===== src/rtl/serial_mag_cmp_if.sv =====
// serial_mag_cmp_if: request/result bundle for the bit-serial magnitude comparator.
// The master side issues start with operands a/b; the slave side returns ready,
// a one-cycle done_tick and the registered eq/gt/lt result.
interface serial_mag_cmp_if #(
  parameter int N = 8
);
  logic         start;
  logic [N-1:0] a;
  logic [N-1:0] b;
  logic         ready;
  logic         done_tick;
  logic         eq;
  logic         gt;
  logic         lt;

  modport master (
    output start, a, b,
    input  ready, done_tick, eq, gt, lt
  );

  modport slave (
    input  start, a, b,
    output ready, done_tick, eq, gt, lt
  );
endinterface


===== src/rtl/serial_mag_cmp.sv =====
// serial_mag_cmp: bit-serial unsigned magnitude comparator.
// Operands are captured on the accept cycle and walked MSB-first, one bit per
// clock, through the 1-bit equality cell. The first mismatching bit decides
// gt/lt; no mismatch at all means eq. Result is registered and announced with
// a one-cycle done_tick.
// Optional build macro: SERIAL_CMP_EARLY_EXIT_EN -- when defined, the walk ends
// on the first mismatching bit; otherwise all N bits are always walked for a
// fixed latency. Result values are identical in both builds.
module serial_mag_cmp #(
  parameter int N = 8
) (
  input  logic               clk,
  input  logic               reset,
  serial_mag_cmp_if.slave    bus
);

  localparam int CNT_W = (N > 1) ? $clog2(N) : 1;

  typedef enum logic [1:0] {
    IDLE = 2'd0,
    CMP  = 2'd1,
    DONE = 2'd2
  } state_t;

  state_t             state;
  logic [N-1:0]       sa;
  logic [N-1:0]       sb;
  logic [CNT_W-1:0]   cnt;
  logic               mm;
  logic               gt_r;
  logic               lt_r;
  logic               ready_r;
  logic               done_r;
  logic               eq_o;
  logic               gt_o;
  logic               lt_o;

  logic               msb_a;
  logic               msb_b;
  logic               hit;
  logic               first_hit;
  logic               mm_nx;
  logic               gt_nx;
  logic               lt_nx;
  logic               finish;

  // Per-bit equality cell: eq = a*b + a'*b'.
  function automatic logic bit_eq(input logic x, input logic y);
    return (x & y) | (~x & ~y);
  endfunction

  // Decision for the bit currently at the top of the shift registers.
  always_comb begin
    msb_a     = sa[N-1];
    msb_b     = sb[N-1];
    hit       = ~bit_eq(msb_a, msb_b);
    first_hit = hit & ~mm;
    mm_nx     = mm | hit;
    gt_nx     = first_hit ? msb_a : gt_r;
    lt_nx     = first_hit ? msb_b : lt_r;
`ifdef SERIAL_CMP_EARLY_EXIT_EN
    finish    = (cnt == '0) | first_hit;
`else
    finish    = (cnt == '0);
`endif
  end

  // Controller and datapath: accept, serial walk, one-cycle result tick.
  always_ff @(posedge clk) begin
    if (reset) begin
      state   <= IDLE;
      ready_r <= 1'b1;
      done_r  <= 1'b0;
      eq_o    <= 1'b0;
      gt_o    <= 1'b0;
      lt_o    <= 1'b0;
      sa      <= '0;
      sb      <= '0;
      cnt     <= '0;
      mm      <= 1'b0;
      gt_r    <= 1'b0;
      lt_r    <= 1'b0;
    end else begin
      done_r <= 1'b0;
      case (state)
        IDLE: begin
          if (bus.start) begin
            sa      <= bus.a;
            sb      <= bus.b;
            cnt     <= CNT_W'(N - 1);
            mm      <= 1'b0;
            gt_r    <= 1'b0;
            lt_r    <= 1'b0;
            ready_r <= 1'b0;
            state   <= CMP;
          end
        end
        CMP: begin
          sa   <= {sa[N-2:0], 1'b0};
          sb   <= {sb[N-2:0], 1'b0};
          // Counter stops at zero; exit is taken there, so it never wraps.
          if (cnt != '0) begin
            cnt <= cnt - CNT_W'(1);
          end
          mm   <= mm_nx;
          gt_r <= gt_nx;
          lt_r <= lt_nx;
          if (finish) begin
            // Result includes the bit examined in this very cycle.
            eq_o   <= ~mm_nx;
            gt_o   <= gt_nx;
            lt_o   <= lt_nx;
            done_r <= 1'b1;
            state  <= DONE;
          end
        end
        DONE: begin
          ready_r <= 1'b1;
          state   <= IDLE;
        end
        default: begin
          ready_r <= 1'b1;
          state   <= IDLE;
        end
      endcase
    end
  end

  assign bus.ready     = ready_r;
  assign bus.done_tick = done_r;
  assign bus.eq        = eq_o;
  assign bus.gt        = gt_o;
  assign bus.lt        = lt_o;

endmodule


===== src/flat_wrapper.sv =====
// flat-port wrapper written by rule: the top's interface ports become plain ports
module serial_mag_cmp_flat 
#(
  parameter int N = 8
)
  (clk, reset, bus_start, bus_a, bus_b, bus_ready, bus_done_tick, bus_eq, bus_gt, bus_lt);
  serial_mag_cmp_if #(.N(N)) bus_i ();
  input  logic clk;
  input  logic reset;
  input wire logic [$bits(bus_i.start)-1:0] bus_start;
  input wire logic [$bits(bus_i.a)-1:0] bus_a;
  input wire logic [$bits(bus_i.b)-1:0] bus_b;
  output wire logic [$bits(bus_i.ready)-1:0] bus_ready;
  output wire logic [$bits(bus_i.done_tick)-1:0] bus_done_tick;
  output wire logic [$bits(bus_i.eq)-1:0] bus_eq;
  output wire logic [$bits(bus_i.gt)-1:0] bus_gt;
  output wire logic [$bits(bus_i.lt)-1:0] bus_lt;
  assign bus_i.start = bus_start;
  assign bus_i.a = bus_a;
  assign bus_i.b = bus_b;
  assign bus_ready = bus_i.ready;
  assign bus_done_tick = bus_i.done_tick;
  assign bus_eq = bus_i.eq;
  assign bus_gt = bus_i.gt;
  assign bus_lt = bus_i.lt;
  serial_mag_cmp #(.N(N)) u_core (.clk(clk), .reset(reset), .bus(bus_i));
endmodule

===== config.mk =====
export PLATFORM = sky130hd
export DESIGN_NAME = serial_mag_cmp_flat
export DESIGN_NICKNAME = d
export VERILOG_FILES = /design/src/rtl/serial_mag_cmp_if.sv /design/src/rtl/serial_mag_cmp.sv /design/src/flat_wrapper.sv
export SDC_FILE = /design/constraint.sdc
export NUM_CORES = 1
export LEC_CHECK = 0
export ABC_AREA = 1
export BUFFER_PORTS_ARGS = -buffer_cell sky130_fd_sc_hd__buf_2
export CAP_MARGIN = 25
export CORE_MARGIN = 8
export CORE_UTILIZATION = 50
export CTS_BUF_LIST = sky130_fd_sc_hd__clkbuf_4 sky130_fd_sc_hd__clkbuf_8
export DETAILED_ROUTE_END_ITERATION = 8
export PLACE_DENSITY = 0.77
export SYNTH_ARGS = -nofsm -noshare
export SYNTH_HDL_FRONTEND = slang
export SYNTH_SLANG_ARGS = --single-unit
export TNS_END_PERCENT = 10

===== constraint.sdc =====
create_clock -name clk -period 3.9 [get_ports clk]
set_clock_uncertainty 0.2 [all_clocks]
set_input_delay 0.195 -clock clk [delete_from_list [all_inputs] [get_ports clk]]
set_output_delay 0.195 -clock clk [all_outputs]
set_load 0.02 [all_outputs]

# Yosys cells after proc, flatten, opt, wreduce, memory -nomap -nowiden

Cells that the tools add are included.

Input bits: 19
Flip-flop bits (word level): 29

Reduce and logical (&&, ||, !) cells: 10
Bitwise gates (word level): 11
Add/sub/neg operators: 1
Equality and inequality tests: 4
Mux-type cells: 18

Operator list:

| cell                | count |
|---|---|
| $pmux 8 s2          | 2 |
| $mux 8              | 2 |
| $pmux 1 s2          | 4 |
| $reduce_and 2->1    | 4 |
| $mux 3              | 2 |
| $not 1->1           | 6 |
| $pmux 3 s2          | 1 |
| $mux 1              | 4 |
| $mux 2              | 2 |
| $ne 2x1->1 const B  | 2 |
| $pmux 2 s2          | 1 |
| $and 1x1->1         | 3 |
| $logic_not 3->1     | 1 |
| $reduce_and 3->1    | 1 |
| $reduce_bool 3->1   | 1 |
| $sub 3x1->3 const B | 1 |
| $eq 2x1->1 const B  | 1 |
| $logic_not 2->1     | 1 |
| $ne 2x2->1 const B  | 1 |
| $or 1x1->1          | 2 |
| $reduce_bool 2->1   | 1 |
| $reduce_or 2->1     | 1 |

# Depth between registers and ports, before layout

Gate-level depths: netlist (run 1).

Depth after elaboration: 7
Mapped depth: 8
Depth with buffers taken out: 8

# Worst setup path after synthesis (run 1)

OpenSTA, ideal clock, no wires.

Path type: register to register
Start: register u_core.cnt[0]
End: register u_core.cnt[2]
Arrival time: 1.046 ns
Setup slack: 2.535 ns
Buffers on the path: 0
Stages on the path, launching flop included: 8
Period minus slack after synthesis: 1.365 ns
Data required time: 3.581 ns
Cell sequence: dfxtp_1 > inv_1 > ha_1 > ha_1 > inv_1 > nand2_1 > o21ai_0 > a21oi_1

Cells in the longest elaborated chain, start to end: 3
Elaborated cells on any way between the ends: 6
Those cells by class: add/sub (1); eq/ne (1); mux (2); reduce/logical (2)

Ends and longest elaborated chain:

| what                                                    | line                                         | text |
|---|---|---|
| from (decl)                                             | serial_mag_cmp.sv:28                         | `logic [CNT_W-1:0] cnt;` |
| from (signal assigned)                                  | serial_mag_cmp.sv:90                         | `cnt <= CNT_W'(N - 1);` |
| from (signal assigned)                                  | serial_mag_cmp.sv:103                        | `cnt <= cnt - CNT_W'(1);` |
| $sub 3x1->3 / $reduce_bool 3->1 (equally long branches) | serial_mag_cmp.sv:103, serial_mag_cmp.sv:102 |  |
| $mux 3 / $ne 2x1->1 (equally long branches)             | -                                            |  |
| $pmux 3 s2 / $reduce_and 3->1 (equally long branches)   | -                                            |  |

Several ways; a longest one is shown, not always the timed one. The select of a mux whose other input is x is not followed.
A chain may end at the register's enable or synchronous reset.

# Final worst setup path (run 1)

Start: register u_core.state[0]
End: register u_core.sa[0]

Cells in the longest elaborated chain, start to end: 3
Elaborated cells on any way between the ends: 6
Those cells by class: eq/ne (2); mux (1); reduce/logical (3)

Ends and longest elaborated chain:

| what                                                                    | line                  | text |
|---|---|---|
| from (decl)                                                             | serial_mag_cmp.sv:25  | `state_t state;` |
| from (signal assigned)                                                  | serial_mag_cmp.sv:71  | `state <= IDLE;` |
| from (signal assigned)                                                  | serial_mag_cmp.sv:95  | `state <= CMP;` |
| from (signal assigned)                                                  | serial_mag_cmp.sv:114 | `state <= DONE;` |
| $eq 2x1->1 / $logic_not 2->1 (equally long branches)                    | serial_mag_cmp.sv:85  | `case (state)` |
| $reduce_bool 2->1 (no source line) / $ne 2x2->1 (equally long branches) | -                     |  |
| $reduce_and 2->1 (no source line)                                       | -                     |  |
| to (signal assigned)                                                    | serial_mag_cmp.sv:88  | `sa <= bus.a;` |
| to (signal assigned)                                                    | serial_mag_cmp.sv:99  | `sa <= {sa[N-2:0], 1'b0};` |
| to (decl)                                                               | serial_mag_cmp.sv:26  | `logic [N-1:0] sa;` |

Several ways; a longest one is shown, not always the timed one.

==> results.sh, run 1 <==
export IMPL_final_cell_mix="nand2_1, nor2_1, dfxtp_1, buf_2, o21ai_0"
export IMPL_ctsResizeCount=0
export IMPL_root_buffer="clkbuf_4"
export IMPL_rows=18
export IMPL_synth_mux_area_frac=0
export IMPL_fin_crit_ps=2095
export IMPL_cts_buffer_depth=2
export IMPL_core_sq_um=2477
export IMPL_fillers=231
export IMPL_antennaDiodeCount=0
export IMPL_crit_path_top_delay_cell="dlygate4sd3_1"
export IMPL_setup_tns_ps=0
export IMPL_grt_first_pass_wirelength_mm=4.698
export IMPL_layout_commonest_cell="nand2_1"
export IMPL_routed_via_density=4.549
export IMPL_critical_path_required_ps=3970
export IMPL_ant_nets=0
export IMPL_p_comb_frac=0.226
export IMPL_min_path_type="primary input to flop"
export IMPL_clkSinkCount=29
export IMPL_synth_compound_area_frac=0.1185
export IMPL_crit_chain="inv_1 > nor2_2 > inv_2 > nand2_4 > inv_2 > nand2_1 > a21oi_1 > dlygate4sd3_1"
export IMPL_p_clk_frac=0.269
export IMPL_synth_fa_ha_area_frac=0.01912
export IMPL_syn_num_nets=213
export IMPL_post_cts_setup_buffer_count=0
export IMPL_ir_worst_vdd_mv=0.3426
export IMPL_setup_violations=0
export IMPL_fp_dieW_um=67.16
export IMPL_drive_gt1_frac=0.1610
export IMPL_avgSynthCellArea_sq_um=6.816
export IMPL_grt_pass1_vias=1137
export IMPL_max_stage_delay_ps=560
export IMPL_crit_family="buffers and inverters"
export IMPL_ys_ff_latch=29
export IMPL_hold_viol_final=0
export IMPL_drtPass1Iterations=4
export IMPL_portBuffers=23
export IMPL_wl_per_cell_um=10.55
export IMPL_routabilityCongestion=0.7802
export IMPL_p_leak_nw=0.8461
export IMPL_drc=0
export IMPL_drv_cap=0
export IMPL_placed_cells=239
export IMPL_fin_cells=266
export IMPL_routed_wl_mm=2.807
export IMPL_end_kind="flop"
export IMPL_tightest_slew_ps=430.3
export IMPL_max_slew_margin=0.7128
export IMPL_drt_iter0_markers=46
export IMPL_synth_seq_area_share=0.4436
export IMPL_arrival_ps=2170
export IMPL_start_util=0.5283
export IMPL_die_h_um=67.16
export IMPL_numCtsBuffers=5
export IMPL_synth_simple_gate_area_share=0.3126
export IMPL_synth_xor_area_frac=0
export IMPL_crit_type="flop to flop"
export IMPL_grt_max_degree=20
export IMPL_synth_top_family_by_area="simple AND/OR/NAND/NOR gates"
export IMPL_place_ws_ps=2353
export IMPL_final_nets=256
export IMPL_pwr_share_seq=0.505
export IMPL_status="finished, final reports clean"
export IMPL_syn_instance_count=192
export IMPL_synth_cell_types=18
export IMPL_clk_pin_slew_ps=90
export IMPL_pin_count=24
export IMPL_synthToLayoutAreaGrowth_pct=26.39
export IMPL_grt_usage=0.1360
export IMPL_rsz0062_at_grt="no"
export IMPL_die_area_sq_um=4510
export IMPL_p_switching_uw=213.0
export IMPL_vias=1210
export IMPL_crit_path_frequent_cell="inv_2"
export IMPL_cts_tree="built"
export IMPL_synth_area_sq_um=1309
export IMPL_path_buf_inv=4
export IMPL_setup_ws_ps=1805
export IMPL_seq_area_sq_um=580.6
export IMPL_swShare=0.3145
export IMPL_clock_latency_ps=340
export IMPL_h_tree_depth=2
export IMPL_ys_warn_count=0
export IMPL_cp_max_fo=18
export IMPL_antenna_found_initial=0
export IMPL_fmax_mhz=477.3
export IMPL_multiInputGateArea_sq_um=589.3
export IMPL_drv_slew=0
export IMPL_power_per_cell_area_nw_per_um2=409.4
export IMPL_cts_hold_buffers=19
export IMPL_power_report_internal_total_uw=464.2
export IMPL_critPathLaunchType="flop"
export IMPL_place_hpwl_mm=1.819
export IMPL_grt_overflow=0
export IMPL_period_share=0.5373
cell families after synthesis:
| kind of cell | Yosys count |
|---|---|
| simple gates | 102 |
| compound gates | 31 |
| flops | 29 |
| buf+inv | 28 |
| fa+ha+maj | 2 |
metrics by stage:
stage	power, mW	hold slack (ps)	area, sq um	util
floorplan	0.4603	142.4	1309	-
global placement	0.4843	248.7	1409	0.5687
detailed placement	0.4867	251.3	1409	0.5687
CTS	0.6805	40.86	1654	0.6677
global route	0.7173	99.99	1654	0.6677
finish	0.6772	61.00	1654	0.6677
synthesized netlist by cell type:
cell	n	area share
ha_1	2	0.019
nor3_1	1	0.0038
nand2_2	1	0.0048
buf_2	2	0.0076
nand3_1	2	0.0076
inv_2	2	0.0057
a21oi_1	11	0.042
clkbuf_1	2	0.0057
nand2_1	59	0.17
buf_12	1	0.015
o21ai_0	20	0.076
nand4_1	1	0.0048
inv_1	19	0.054
nor2_2	1	0.0048
nand2_4	2	0.017
nor2_1	35	0.10
buf_6	2	0.017
dfxtp_1	29	0.44
registers in the layout, indices dropped and copies added, names as in the netlist:
register              flops
u_core.sa                 8
u_core.sb                 8
u_core.cnt                3
u_core.state              2
u_core.bus.done_tick      1
u_core.bus.eq             1
u_core.bus.gt             1
u_core.bus.lt             1
u_core.bus.ready          1
u_core.gt_r               1
u_core.lt_r               1
u_core.mm                 1
per-layer routing:
layer / share of wire / routed length [um] / global-route usage
met4: 0.026 / 72 / 0.08616
met5: 0 / 0 / 0
met2: 0.48 / 1336 / 0.2115
met1: 0.46 / 1296 / 0.1592
met3: 0.036 / 101 / 0.04305
power groups by stage:
stage	registers, mW	logic, mW	clock network [mW]
after floorplan	0.351	0.109	0
after global placement	0.348	0.136	0
after detailed placement	0.349	0.138	0
after CTS	0.342	0.154	0.185
after global routing	0.345	0.175	0.197
final	0.342	0.153	0.182
worst register-to-register path, cell delays in order, from the launching register on:
cell	delay, ps
dfxtp_1	330
inv_1	70
nor2_2	40
inv_2	190
nand2_4	150
inv_2	260
nand2_1	90
a21oi_1	140
dlygate4sd3_1	560
path summary, 6_finish.rpt:
check                       start             to  slack, ps  depth (start not counted)
setup / recovery  u_core.state[0]   u_core.sa[0]       1800                          8
hold / removal          bus_start      u_core.mm         60                          4
setup reg to reg  u_core.state[0]   u_core.sa[0]       1800                          8
hold reg to reg     u_core.cnt[1]  u_core.cnt[1]        260                          2
area by class of cell:
type / instances / share of cell area
inverters: 21 / 0.04765
clock buffers: 6 / 0.02723
repair buffers: 43 / 0.1891
multi-input cells: 135 / 0.3563
flip-flops and latches: 29 / 0.3510
clock inverters: 2 / 0.006051
well taps: 30 / 0.02269
Power figures use the tool's default switching activity.
==> run 2, diff against run 1 <==
==> constraint.sdc (replaced) <==
create_clock -name clk -period 2.05 [get_ports clk]
set_clock_uncertainty 0.2 [all_clocks]
set_input_delay 0.1025 -clock clk [delete_from_list [all_inputs] [get_ports clk]]
set_output_delay 0.1025 -clock clk [all_outputs]
set_load 0.02 [all_outputs]
==> run 2 against run 1 <==
Die area unchanged; first-iteration DRC count up 4.3%; clock power rose by 120%; total power increased by 97%; sequential share of layout area decreased by 0.11 points; critical path type unchanged; critical endpoint unchanged; largest power group unchanged.
==> results.sh, run 2 (same netlist as run 1, synthesis figures left out) <==
export IMPL_status="finished, final reports clean"
export IMPL_portBuffers=23
export IMPL_hold_viol_final=0
export IMPL_fmax_mhz=643.1
export IMPL_drive_gt1_frac=0.1617
export IMPL_crit_path_frequent_cell="inv_2"
export IMPL_startpoint="u_core.state[0]"
export IMPL_wl_per_cell_um=10.89
export IMPL_clkSinkCount=29
export IMPL_die_h_um=67.16
export IMPL_post_cts_setup_buffer_count=0
export IMPL_fp_dieW_um=67.16
export IMPL_end_kind="flop"
export IMPL_cts_buffer_depth=2
export IMPL_h_tree_depth=2
export IMPL_ir_worst_vdd_mv=0.7216
export IMPL_fillers=224
export IMPL_vias=1268
export IMPL_pin_count=24
export IMPL_crit_type="flop to flop"
export IMPL_routed_wl_mm=2.887
export IMPL_max_slew_margin=0.7115
export IMPL_place_ws_ps=517.8
export IMPL_critical_path_required_ps=2110
export IMPL_max_stage_delay_ps=330
export IMPL_hold_ws_ps=264.8
export IMPL_arrival_ps=1610
export IMPL_drv_cap=0
export IMPL_min_from="u_core.cnt[1]"
export IMPL_grt_pass1_vias=1154
export IMPL_reg2reg_from="u_core.state[0]"
export IMPL_clock_latency_ps=330
export IMPL_die_area_sq_um=4510
export IMPL_routed_via_density=4.785
export IMPL_final_nets=255
export IMPL_drv_slew=0
export IMPL_cp_max_fo=18
export IMPL_r2r_slack_ps=490
export IMPL_grt_max_degree=20
export IMPL_p_total_mw=1.336
export IMPL_cts_tree="built"
export IMPL_multiInputGateArea_sq_um=589.3
export IMPL_start_util=0.5283
export IMPL_rows=18
export IMPL_root_buffer="clkbuf_4"
export IMPL_setup_tns_ps=0
export IMPL_grt_usage=0.1432
export IMPL_p_leak_nw=0.8434
export IMPL_fin_crit_ps=1555
export IMPL_critPathLaunchType="flop"
export IMPL_antennaDiodeCount=0
export IMPL_ant_nets=0
export IMPL_setup_ws_ps=495.0
export IMPL_antenna_found_initial=0
export IMPL_setup_violations=0
export IMPL_final_cell_mix="nand2_1, nor2_1, dfxtp_1, buf_2, o21ai_0"
export IMPL_clk_pin_slew_ps=80
export IMPL_drtPass1Iterations=4
export IMPL_numCtsBuffers=5
export IMPL_period_share=0.7586
export IMPL_top_regs="u_core.sa x8, u_core.sb x8, u_core.cnt x3"
export IMPL_rsz0062_at_grt="no"
export IMPL_min_path_type="flop to flop"
export IMPL_drc=0
export IMPL_power_per_cell_area_nw_per_um2=805.3
export IMPL_grt_overflow=0
export IMPL_place_hpwl_mm=1.786
export IMPL_core_sq_um=2477
export IMPL_grt_first_pass_wirelength_mm=4.961
export IMPL_seq_area_sq_um=580.6
export IMPL_synthToLayoutAreaGrowth_pct=26.77
export IMPL_crit_path_top_delay_cell="dfxtp_1"
export IMPL_crit_chain="inv_1 > nor2_2 > inv_2 > nand2_4 > inv_2 > nand2_1 > a21oi_1"
export IMPL_routabilityCongestion=0.8199
export IMPL_tightest_slew_ps=432.3
export IMPL_layout_commonest_cell="nand2_1"
export IMPL_drt_iter0_markers=48
==> run 2: changes by cell type in the layout (fill, tap and decap cells not counted) <==
cell	delta
clkbuf_8	+2
clkbuf_4	-1
clkinv_2	-1
dlygate4sd3_1	-1
==> run 2: through the flow <==
step	cells	area (sq um)	utilization
5_1_grt	265	1659	0.6697
3_3_place_gp	239	1409	0.5687
3_5_place_dp	239	1409	0.5687
6_report	265	1659	0.6697
4_1_cts	265	1659	0.6697
2_1_floorplan	192	1309	-
==> run 2: routing by layer <==
layer	vias to the layer above	GRT usage	wire length, um
li1	674	-	-
met1	546	0.1616	1256
met2	37	0.2366	1391
met3	11	0.04470	154
met4	0	0.07833	85
met5	-	0	0
==> run 2: worst paths after layout <==
check / end / cells past startpoint
worst max-delay path: u_core.sa[0] / 7
worst min-delay path: u_core.cnt[1] / 2
worst max register to register: u_core.sa[0] / 7
worst min register to register: u_core.cnt[1] / 2
==> run 2: worst max-delay path: cells and delay by family (launching register included) <==
family,cells,cell delay [ps]
buffers and inverters,3,530
flip-flops,1,330
AO/OA/AOI/OAI,1,130
AND/OR/NAND/NOR,3,290
==> run 2: repair_timing <==
action	CTS	global route
hold buffers	18	0
endpoints found under the hold margin	25	0
gates resized for setup	0	0
==> run 2: report_power, final <==
part | internal (mW) | switching (mW) | total (mW)
clock network | 0.198 | 0.195 | 0.394
logic | 0.115 | 0.177 | 0.292
registers | 0.623 | 0.0278 | 0.650
==> run 2: layout make-up <==
type	count	share of cell area
Timing Repair Buffer	42	0.1825
Tap cell	30	0.02262
Inverter	21	0.04751
Sequential cell	29	0.3499
Clock inverter	1	0.003017
Multi-Input combinational cell	135	0.3552
Clock buffer	7	0.03922
